===== config.mk =====
export PLATFORM = sky130hd
export DESIGN_NAME = gpio_port_rg_flat
export DESIGN_NICKNAME = d
export VERILOG_FILES = /design/src/rtl/gpio_port_rg_if.sv /design/src/rtl/gpio_port_rg.sv /design/src/flat_wrapper.sv
export SDC_FILE = /design/constraint.sdc
export NUM_CORES = 1
export LEC_CHECK = 0
export ABC_AREA = 1
export BUFFER_PORTS_ARGS = -buffer_cell sky130_fd_sc_hd__buf_2
export CORE_ASPECT_RATIO = 1.4
export CORE_UTILIZATION = 29
export CTS_BUF_LIST = sky130_fd_sc_hd__clkbuf_16
export CTS_CLUSTER_DIAMETER = 40
export DETAILED_ROUTE_END_ITERATION = 8
export PLACE_DENSITY_LB_ADDON = 0.08
export SLEW_MARGIN = 20
export SYNTH_ARGS = -nofsm -noshare
export SYNTH_HDL_FRONTEND = slang
export SYNTH_SLANG_ARGS = --single-unit

===== constraint.sdc =====
create_clock -name clk -period 1.2 [get_ports clk]
set_clock_uncertainty 0.2 [all_clocks]
set_input_delay 0.12 -clock clk [delete_from_list [all_inputs] [get_ports clk]]
set_output_delay 0.12 -clock clk [all_outputs]
set_load 0.02 [all_outputs]

===== src/rtl/gpio_port_rg_if.sv =====
// gpio_port_rg_if: I/O-bus register access channel between the bus decoder
// (master) and a GPIO port register block (slave). rdata is combinational
// from addr on the slave side.
interface gpio_port_rg_if #(
    parameter int P_WIDTH = 8
);
    logic [2:0]         addr;
    logic               we;
    logic [P_WIDTH-1:0] wdata;
    logic [P_WIDTH-1:0] rdata;

    modport master (
        output addr,
        output we,
        output wdata,
        input  rdata
    );

    modport slave (
        input  addr,
        input  we,
        input  wdata,
        output rdata
    );
endinterface


===== src/rtl/gpio_port_rg.sv =====
// gpio_port_rg: one GPIO port register block (DDR, PORT, synchronised PIN
// with write-one-to-toggle, pin-change interrupt detector).
// Optional feature macro: GPIO_PCINT_EN. When defined, PCMSK/PCIF, the
// post-reset arm guard and pcint_irq are built. When undefined, addresses
// 3 and 4 behave as reserved, pcint_irq is tied low and pcint_ack is ignored.
// Register map: 0 PIN, 1 DDR, 2 PORT, 3 PCMSK, 4 PCIF, 5..7 reserved.
module gpio_port_rg #(
    parameter int                 P_WIDTH       = 8,
    parameter logic [P_WIDTH-1:0] P_INIT_PORT   = '0,
    parameter logic [P_WIDTH-1:0] P_INIT_DDR    = '0,
    parameter logic [P_WIDTH-1:0] P_IMPL_MASK   = '1,
    parameter int                 P_SYNC_STAGES = 2
) (
    input  logic               clk,
    input  logic               nrst,
    gpio_port_rg_if.slave      bus,
    input  logic [P_WIDTH-1:0] pin_in,
    output logic [P_WIDTH-1:0] port_out,
    output logic [P_WIDTH-1:0] ddr_out,
    output logic               pcint_irq,
    input  logic               pcint_ack
);

    localparam logic [2:0] A_PIN   = 3'd0;
    localparam logic [2:0] A_DDR   = 3'd1;
    localparam logic [2:0] A_PORT  = 3'd2;
    localparam logic [2:0] A_PCMSK = 3'd3;
    localparam logic [2:0] A_PCIF  = 3'd4;

    // Write decodes
    logic w_wr_pin;
    logic w_wr_ddr;
    logic w_wr_port;

    assign w_wr_pin  = bus.we && (bus.addr == A_PIN);
    assign w_wr_ddr  = bus.we && (bus.addr == A_DDR);
    assign w_wr_port = bus.we && (bus.addr == A_PORT);

    // ------------------------------------------------------------------
    // Pin input synchroniser. Unimplemented bits are forced to 0 at the
    // input so those flops are constant and PIN reads 0 there.
    // ------------------------------------------------------------------
    logic [P_WIDTH-1:0] r_sync   [P_SYNC_STAGES];
    logic [P_WIDTH-1:0] w_sync_d [P_SYNC_STAGES];
    logic [P_WIDTH-1:0] w_pin_sync;

    genvar gi;
    generate
        for (gi = 0; gi < P_SYNC_STAGES; gi++) begin : g_sync
            if (gi == 0) begin : g_first
                assign w_sync_d[gi] = pin_in & P_IMPL_MASK;
            end else begin : g_rest
                assign w_sync_d[gi] = r_sync[gi-1];
            end

            // One synchroniser stage, cleared on reset
            always_ff @(posedge clk or negedge nrst) begin
                if (!nrst) begin
                    r_sync[gi] <= '0;
                end else begin
                    r_sync[gi] <= w_sync_d[gi];
                end
            end
        end
    endgenerate

    assign w_pin_sync = r_sync[P_SYNC_STAGES-1];

    // ------------------------------------------------------------------
    // DDR and PORT registers
    // ------------------------------------------------------------------
    logic [P_WIDTH-1:0] r_ddr;
    logic [P_WIDTH-1:0] r_port;

    // DDR loads on write; unimplemented bits stay 0
    always_ff @(posedge clk or negedge nrst) begin
        if (!nrst) begin
            r_ddr <= P_INIT_DDR & P_IMPL_MASK;
        end else if (w_wr_ddr) begin
            r_ddr <= bus.wdata & P_IMPL_MASK;
        end
    end

    // PORT loads on a PORT write, toggles on ones written to PIN
    always_ff @(posedge clk or negedge nrst) begin
        if (!nrst) begin
            r_port <= P_INIT_PORT & P_IMPL_MASK;
        end else if (w_wr_port) begin
            r_port <= bus.wdata & P_IMPL_MASK;
        end else if (w_wr_pin) begin
            r_port <= r_port ^ (bus.wdata & P_IMPL_MASK);
        end
    end

    assign port_out = r_port;
    assign ddr_out  = r_ddr;

`ifdef GPIO_PCINT_EN
    // ------------------------------------------------------------------
    // Pin-change interrupt detector
    // ------------------------------------------------------------------
    localparam int         ARM_CYCLES = P_SYNC_STAGES + 1;
    localparam logic [2:0] ARM_LAST   = 3'(ARM_CYCLES);

    logic               w_wr_pcmsk;
    logic               w_wr_pcif;
    logic [2:0]         r_arm_cnt;
    logic               w_armed;
    logic [P_WIDTH-1:0] r_prev;
    logic [P_WIDTH-1:0] r_pcmsk;
    logic [P_WIDTH-1:0] r_pcif;
    logic               r_irq;
    logic [P_WIDTH-1:0] w_change;
    logic [P_WIDTH-1:0] w_set;
    logic [P_WIDTH-1:0] w_clr;
    logic [P_WIDTH-1:0] w_pcif_next;

    assign w_wr_pcmsk = bus.we && (bus.addr == A_PCMSK);
    assign w_wr_pcif  = bus.we && (bus.addr == A_PCIF);

    // The synchroniser output is still settling from its reset zeros for
    // the first ARM_CYCLES edges; ignore changes until then.
    assign w_armed = (r_arm_cnt == ARM_LAST);

    // Saturating arm-guard counter, restarted by every reset
    always_ff @(posedge clk or negedge nrst) begin
        if (!nrst) begin
            r_arm_cnt <= '0;
        end else if (!w_armed) begin
            r_arm_cnt <= r_arm_cnt + 3'd1;
        end
    end

    // Previous synchronised sample for edge detection
    always_ff @(posedge clk or negedge nrst) begin
        if (!nrst) begin
            r_prev <= '0;
        end else begin
            r_prev <= w_pin_sync;
        end
    end

    // Pin-change mask register
    always_ff @(posedge clk or negedge nrst) begin
        if (!nrst) begin
            r_pcmsk <= '0;
        end else if (w_wr_pcmsk) begin
            r_pcmsk <= bus.wdata & P_IMPL_MASK;
        end
    end

    assign w_change    = w_pin_sync ^ r_prev;
    assign w_set       = w_armed ? (w_change & r_pcmsk & P_IMPL_MASK) : '0;
    assign w_clr       = (w_wr_pcif ? bus.wdata : '0) | {P_WIDTH{pcint_ack}};
    // A new change wins over a clear in the same cycle
    assign w_pcif_next = (r_pcif & ~w_clr) | w_set;

    // Flags and request register together so irq tracks PCIF with no lag
    always_ff @(posedge clk or negedge nrst) begin
        if (!nrst) begin
            r_pcif <= '0;
            r_irq  <= 1'b0;
        end else begin
            r_pcif <= w_pcif_next;
            r_irq  <= |w_pcif_next;
        end
    end

    assign pcint_irq = r_irq;
`else
    logic w_unused_ack;
    assign w_unused_ack = pcint_ack;
    assign pcint_irq    = 1'b0;
`endif

    // ------------------------------------------------------------------
    // Combinational read mux
    // ------------------------------------------------------------------
    logic [P_WIDTH-1:0] w_rdata;

    // Select register by address; reserved addresses read 0
    always_comb begin
        w_rdata = '0;
        case (bus.addr)
            A_PIN:   w_rdata = w_pin_sync;
            A_DDR:   w_rdata = r_ddr;
            A_PORT:  w_rdata = r_port;
`ifdef GPIO_PCINT_EN
            A_PCMSK: w_rdata = r_pcmsk;
            A_PCIF:  w_rdata = r_pcif;
`endif
            default: w_rdata = '0;
        endcase
    end

    assign bus.rdata = w_rdata;

endmodule


===== src/flat_wrapper.sv =====
// flat-port wrapper written by rule: the top's interface ports become plain ports
module gpio_port_rg_flat 
#(
    parameter int                 P_WIDTH       = 8,
    parameter logic [P_WIDTH-1:0] P_INIT_PORT   = '0,
    parameter logic [P_WIDTH-1:0] P_INIT_DDR    = '0,
    parameter logic [P_WIDTH-1:0] P_IMPL_MASK   = '1,
    parameter int                 P_SYNC_STAGES = 2
)
  (clk, nrst, pin_in, port_out, ddr_out, pcint_irq, pcint_ack, bus_addr, bus_we, bus_wdata, bus_rdata);
  gpio_port_rg_if #(.P_WIDTH(P_WIDTH)) bus_i ();
  input  logic clk;
  input  logic nrst;
  input  logic [P_WIDTH-1:0] pin_in;
  output logic [P_WIDTH-1:0] port_out;
  output logic [P_WIDTH-1:0] ddr_out;
  output logic pcint_irq;
  input  logic pcint_ack;
  input wire logic [$bits(bus_i.addr)-1:0] bus_addr;
  input wire logic [$bits(bus_i.we)-1:0] bus_we;
  input wire logic [$bits(bus_i.wdata)-1:0] bus_wdata;
  output wire logic [$bits(bus_i.rdata)-1:0] bus_rdata;
  assign bus_i.addr = bus_addr;
  assign bus_i.we = bus_we;
  assign bus_i.wdata = bus_wdata;
  assign bus_rdata = bus_i.rdata;
  gpio_port_rg #(.P_WIDTH(P_WIDTH), .P_INIT_PORT(P_INIT_PORT), .P_INIT_DDR(P_INIT_DDR), .P_IMPL_MASK(P_IMPL_MASK), .P_SYNC_STAGES(P_SYNC_STAGES)) u_core (.clk(clk), .nrst(nrst), .bus(bus_i), .pin_in(pin_in), .port_out(port_out), .ddr_out(ddr_out), .pcint_irq(pcint_irq), .pcint_ack(pcint_ack));
endmodule

### Yosys cells after proc, flatten, opt, wreduce, memory -nomap -nowiden

Index checks and enable logic that the tools add are counted.

* bits in registers: 32
* bits of input ports: 23
* logic and storage cells: 15

* equality and inequality tests: 2
* multiplexer cells: 3
* bitwise gates (word level): 1
* reductions and logical operators: 5

Operators with widths (number)
* 8-bit one-hot mux with 3 select lines: 1
* 8-bit two-way mux: 2
* 8-bit bitwise XOR: 1
* 3-bit by 1-bit == test with 1-bit output (second input constant): 1
* 3-bit by 2-bit == test with 1-bit output (second input constant): 1
* 1-bit logical AND: 3
* 3-bit logical NOT: 1
* 2-bit nonzero test: 1

### Longest topological paths before layout

Gate-level depths: netlist of run 1.

* word-level depth: 4
* mapped depth: 6

### Least setup slack after synthesis of run 1

Ideal clock, no wire load.

* path type: input to output
* start point: input bus_addr[0]
* end point: output bus_rdata[0]
* arrival time: 814 ps
* path slack: 66 ps
* stages on the path: 5
* path buffers: 0
* path through: inv_1 -> nand2_1 -> nor2_1 -> nand2_1 -> nand3_1

* cells in the longest elaborated chain, start to end: 2
* elaborated cells between the ends (all ways): 4
* those cells by class: eq/ne (2); mux (1); reduce/logical (1)

Ends and longest elaborated chain
* start, declared: line flat_wrapper.sv:19 `input wire logic [$bits(bus_i.addr)-1:0] bus_addr;`
* 3-bit by 2-bit == test with 1-bit output, or another cell as far along: line gpio_port_rg.sv:184 `case (bus.addr)`
* 8-bit one-hot mux with 3 select lines (*): line gpio_port_rg.sv:184
* end, declared: line flat_wrapper.sv:22 `output wire logic [$bits(bus_i.rdata)-1:0] bus_rdata;`

Mark *: on every way between the ends. The rest lies on a longest branch, timed or not.

### Worst setup path after layout of run 1

* start point: register u_core.r_port[4], in the netlist u_core.port_out[4]
* end point: output bus_rdata[4]

* cells in the longest elaborated chain, start to end: 1

Ends and longest elaborated chain
* start, declared: line gpio_port_rg.sv:73 `logic [P_WIDTH-1:0] r_port;`
* start signal, assigned: line gpio_port_rg.sv:87 `r_port <= P_INIT_PORT & P_IMPL_MASK;`
* start signal, assigned: line gpio_port_rg.sv:89 `r_port <= bus.wdata & P_IMPL_MASK;`
* start signal, assigned: line gpio_port_rg.sv:91 `r_port <= r_port ^ (bus.wdata & P_IMPL_MASK);`
* 8-bit one-hot mux with 3 select lines: line gpio_port_rg.sv:184

No other way between the ends.

==> metrics, run 1 <==
Initial Util=a little under a third; total gr overflow=0; ratio of cells with drive above 1 in the final layout=36.6%; crit-path cells=nand2_1 > nand3_2 > buf_6; Fmax=779 MHz; clock power share=34.0%; sequential fraction of the synthesis area=60.5%; post-DP HPWL=2390 µm; Sw Share=29.1%; worst hold margin=around 0.076 ns; Worst setup SP type=flip-flop; port buffer count=45; Synth Register Bits=32; Synth Warn #=0; setup TNS=-0.589 ns; GRT Total Usage=16.7%; Psw=983 µW; Net count, final=260; PnR worst setup slack=-0.0834 ns; final setup fails=13; full die area=4840 µm²; WP data required=0.88 ns; CTS Buffer Depth=2; pwr/cell area=1500 nW/µm²; initial antenna violation count=0; status=finished with violations; max incr delay on CP=0.39 ns; # DRC=0; # IOs=48; drt via density=4.31; Post-Synth XOR/XNOR Area=0%; first-pass GRT wire length=slightly below 6000 µm; Yosys cell types=13; CTS clk-pin slew, worst paths=0.05 ns; Syn Std Cell Area=1320 µm²; vias in the first global route=between 1000 and 1500; slowest CP cell=dfrtp_1; Initial DRC Count=40; Top delay family on crit path=flip-flops; Synth Area in Compound Gates=0%; CP Max Fanout=2; synthesized instance count=149; Rows=28; Final ANT Viol Nets=0; Max IR drop VDD=1.15 mV; via count=about 1300; drt total wl=3510 µm; Finished Layout Cells=298; Root Buffer=clkbuf_16; placed cell areas=roughly 1700 µm²; max-slew violations=0; Adder-Cell Fraction of Synth Area=0%; Max Cap Viol=0; Clock Sinks=32; Clk Latency, worst-skew pair=0.27 ns; sequential share of power=38.9%; gpl congestion=0.783; Fin. Hold Viols=0; diode count=0; multiplexer area fraction after synthesis=0%; LEAKAGE=0.00120 µW; CP arrival=roughly 0.96 ns; largest net degree at the start of global routing=20; WP buf/inv=1; RSZ-0062 raised after global routing=yes; dpl cells=261; Setup Crit Path Kind=reg2out; P_int=between 2000 and 2500 µW; CTS Buf Count=5; Core ar.=4310 µm²; Post-Syn Nets=between 150 and 200; drt wl/cell=11.8 µm; area growth from synthesis to layout=71.0%; main combinational cell family by area after synthesis=simple AND/OR/NAND/NOR gates; CTS H-tree depth=2; die height=81.9 µm; Syn Area/Cell=8.88 µm²; hold crit path type=in2reg; CTS tree=yes; Place WS=-0.118 ns; failing checks=negative setup slack; crit end category=output port; Final Cycle Share=107%; Synth Area in Simple Gates=34.1%; final instance area=2260 µm²; drt first pass iters=4; die width=59.1 µm; clock period minus worst slack=about 1.3 ns; combinational fraction of design power=27.2%
cell type report:
class,count,area (µm²)
Clock buffer,5,125
Multi-Input combinational cell,104,502
Sequential cell,32,801
Clock inverter,3,11.3
Inverter,9,36.3
Tap cell,60,75.1
Fill cell,425,2050
Timing Repair Buffer,85,713
cell usage after synthesis:
master    instances  area [µm²]
nor2_2            1        6.26
dfrtp_1          32         801
nor3_2            1        10.0
buf_6             1        11.3
nor2_1           17        63.8
inv_1             9        33.8
nand3_4           1        17.5
buf_4             2        15.0
conb_1            1        3.75
clkbuf_4          1        7.51
nand2_1          58         218
nand3_1          24         120
nor3_4            1        16.3
path summary, 6_finish.rpt:
kind                                                 from                              to  slack (ns)  cells past startpoint
min in group asynchronous                            nrst      u_core.r_sync[9]$_DFF_PN0_        0.09                      2
setup / recovery           u_core.port_out[4]$_DFFE_PN0P_                    bus_rdata[4]       -0.08                      3
hold reg to reg               u_core.r_sync[14]$_DFF_PN0_  u_core.w_pin_sync[6]$_DFF_PN0_        0.14                      0
hold / removal                                bus_addr[2]   u_core.ddr_out[1]$_DFFE_PN0P_        0.08                      5
setup reg to reg           u_core.port_out[6]$_DFFE_PN0P_  u_core.port_out[6]$_DFFE_PN0P_        0.07                      6
max in group asynchronous                            nrst   u_core.ddr_out[2]$_DFFE_PN0P_        0.29                      3
cell usage in the layout, fill, tap and decap left out, types with 5 or more instances in the layout:
cell type and instances:
buf_2 29, buf_4 13, buf_6 22, clkbuf_16 5, dfrtp_1 32, dlygate4sd3_1 18, inv_1 10, nand2_1 55
nand3_1 18, nand3_2 6, nor2_1 16
kinds of logic (layout without fill, tap and decap cells):
| logic type | Yosys count | after routing |
|---|---|---|
| other | 1 | 1 |
| buffers and inverters | 13 | 102 |
| and+or+nand+nor | 103 | 103 |
| DFF | 32 | 32 |
tightest hold or removal path, stage by stage:
cell and delay, ns:
buf_6 0.10, nor3_4 0.06, buf_6 0.12, nand3_1 0.06, nand2_1 0.05
timing repair:
action,CTS,global route
setup buffers,6,5
endpoints found under the setup margin,8,10
hold endpoints to repair,48,0
resized for setup,33,20
pin swaps,23,3
hold buffers,18,0
sequential cells by signal (all words and copies together) (netlist names):
| register | flops |
|---|---|
| u_core.ddr_out | 8 |
| u_core.w_pin_sync | 8 |
| u_core.port_out | 8 |
| u_core.r_sync | 8 |
per-stage QoR:
stage          utilization [%]  total power (µW)
2_1_floorplan                -              1710
3_3_place_gp              39.1              1980
3_5_place_dp              39.1              1990
4_1_cts                   49.9              3330
5_1_grt                   52.5              3570
6_report                  52.5              3380
power by group through the flow:
stage,clock [µW],sequential (µW),combinational (µW)
2_1_floorplan,0,1460,244
3_3_place_gp,0,1330,648
3_5_place_dp,0,1330,661
4_1_cts,1180,1310,833
5_1_grt,1230,1330,1000
6_report,1150,1320,920
routing by layer:
layer  track usage (%)  up-vias  wire (µm)
met2              27.5       33       1830
li1                  -      637          -
met3              4.09        2        145
met5                 0        -          0
met4              6.43        0         21
met1              20.9      611       1510
No activity file was read; power rests on OpenSTA's default activity.
==> run 2: changes to the inputs <==
PLACE_DENSITY_LB_ADDON = 0.05   (was 0.08)
==> run 2 against run 1 <==
Effect of this change:
- the flow still finishes with violations (negative setup slack)
- die area did not move
- power up 1.3%
- global-route usage decreased by 0.80 points
- register-to-register slack better by 0.07 ns
- fmax rose by 0.74%
- via count down 2.5%
- non-clock buffer count is 1 higher
- core utilization is 0.20 points higher
- worst hold slack worse by 0.013 ns
- largest cell class unchanged
==> metrics, run 2 (synthesis results as in run 1) <==
full die area=4840 µm² (unchanged); drt via density=4.18 (was 4.31); # DRC=0 (unchanged); status=finished with violations (unchanged); die height=81.9 µm (unchanged); worst hold margin=0.0630 ns (was 0.0763 ns); hold crit path type=in2reg (unchanged); clock period minus worst slack=1.27 ns (was 1.28 ns); CTS tree=yes (unchanged); gpl congestion=0.741 (was 0.783); Clock Sinks=32 (unchanged); combinational fraction of design power=27.7% (was 27.2%); CTS Buffer Depth=2 (unchanged); Fin. Hold Viols=0 (unchanged); via count=1251 (was 1283); PnR worst setup slack=-0.0740 ns (was -0.0834 ns); pwr/cell area=1510 nW/µm² (was 1500 nW/µm²); WP data required=0.88 ns (about the same); Rows=28 (unchanged); Final ANT Viol Nets=0 (unchanged); CTS clk-pin slew, worst paths=0.05 ns (about the same); CP arrival=0.95 ns (was 0.96 ns); total gr overflow=0 (unchanged); area growth from synthesis to layout=71.6% (was 71.0%); Setup Crit Path Kind=reg2out (unchanged); diode count=0 (unchanged); final instance area=2270 µm² (was 2260 µm²); Final Cycle Share=106% (was 107%); initial antenna violation count=0 (unchanged); first-pass GRT wire length=5490 µm (was 5920 µm); clock power share=33.9% (was 34.0%); drt total wl=3530 µm (was 3510 µm); Core ar.=4310 µm² (unchanged); die width=59.1 µm (unchanged); max-slew violations=0 (unchanged); LEAKAGE=0.00123 µW (was 0.00120 µW); RSZ-0062 raised after global routing=yes (unchanged); vias in the first global route=1216 (was 1331); port buffer count=45 (unchanged); most frequent cells in the layout=53 x nand2_1, 32 x dfrtp_1, 30 x buf_2 (was 55 x nand2_1, 32 x dfrtp_1, 29 x buf_2); post-DP HPWL=2340 µm (was 2390 µm); placed cell areas=1700 µm² (was 1690 µm²); Psw=1010 µW (was 983 µW); # IOs=48 (unchanged); failing checks=negative setup slack (unchanged); Net count, final=261 (was 260); P_int=2420 µW (was 2400 µW); CTS Buf Count=5 (unchanged); Max IR drop VDD=1.14 mV (was 1.15 mV); sequential share of power=38.4% (was 38.9%); drt first pass iters=4 (unchanged); Initial DRC Count=51 (was 40); final setup fails=13 (unchanged); Finished Layout Cells=299 (was 298); Initial Util=30.7% (unchanged); GRT Total Usage=15.9% (was 16.7%); CP Max Fanout=2 (unchanged); largest net degree at the start of global routing=33 (was 20); Max Cap Viol=0 (unchanged); Sw Share=29.4% (was 29.1%); crit end category=output port (unchanged); Fmax=785 MHz (was 779 MHz); dpl cells=263 (was 261); Root Buffer=clkbuf_16 (unchanged); drt wl/cell=11.8 µm (about the same); ratio of cells with drive above 1 in the final layout=38.9% (was 36.6%); Worst setup SP type=flip-flop (unchanged); CTS H-tree depth=2 (unchanged); Clk Latency, worst-skew pair=0.27 ns (about the same); most common cell after layout, fill and taps aside=nand2_1 (unchanged)
-- run 2: cell types whose count changed in the layout (fill, tap and decap cells not counted), moves of 2 or more --
cell     delta
buf_4       +4
buf_6       -2
nand2_1     -2
nand3_1     -2
nand3_2     +2
-- run 2: final cells by class --
| type | count | area [µm²] |
|---|---|---|
| clock buffers | 5 | 125 |
| clock inverters | 3 | 11.3 |
| fillers | 397 | 2040 |
| inverters | 9 | 36.3 |
| multi-input cells | 104 | 515 |
| flip-flops and latches | 32 | 801 |
| well taps | 60 | 75.1 |
| repair buffers | 86 | 708 |
-- run 2: metrics by stage --
stage / TNS, ns / util (%) / power (µW) / worst slack [ns]
after global placement: -1.34 / 39.5 / 1980 / -0.116
after detailed placement: -1.57 / 39.5 / 2000 / -0.135
after CTS: -0.729 / 50.3 / 3380 / -0.0821
final: -0.719 / 52.7 / 3430 / -0.0740
after floorplan: 0 / - / 1710 / 0.0665
after global routing: -1.22 / 52.7 / 3620 / -0.125
-- run 2: final timing paths --
path / cells past startpoint / slack (ns) / end / start
max: 3 / -0.07 / bus_rdata[7] / u_core.port_out[7]$_DFFE_PN0P_
min: 5 / 0.06 / u_core.ddr_out[2]$_DFFE_PN0P_ / bus_addr[2]
max reg2reg: 5 / 0.14 / u_core.port_out[7]$_DFFE_PN0P_ / u_core.port_out[7]$_DFFE_PN0P_
min reg2reg: 0 / 0.14 / u_core.w_pin_sync[3]$_DFF_PN0_ / u_core.r_sync[11]$_DFF_PN0_
max in group asynchronous: 3 / 0.50 / u_core.w_pin_sync[6]$_DFF_PN0_ / nrst
min in group asynchronous: 3 / 0.12 / u_core.port_out[0]$_DFFE_PN0P_ / nrst
-- run 2: timing repair --
action / CTS / global route
hold buffers: 17 / 0
hold endpoints to repair: 48 / 0
endpoints found under the setup margin: 8 / 12
gates resized for setup: 31 / 24
pin swaps: 20 / 10
setup buffers: 7 / 4
-- run 2: layer usage --
metal	wire, µm	global-route usage [%]	share of wire [%]	vias to the layer above
li1	-	-	-	638
met1	1610	19.3	46	569
met2	1700	25.7	48	40
met3	191	3.46	5.4	4
met4	31	9.29	0.88	0
met5	0	0	0	-
-- run 2: critical path: stages (launching register included) --
cell and delay, ns:
dfrtp_1 0.40, nand2_2 0.08, nand3_2 0.08, buf_6 0.13
-- run 2: power groups by stage --
stage	clock network, µW	logic [µW]	registers (µW)
after floorplan	0	244	1460
after global placement	0	651	1330
after detailed placement	0	664	1330
after CTS	1210	870	1310
after global routing	1250	1030	1340
final	1160	949	1320
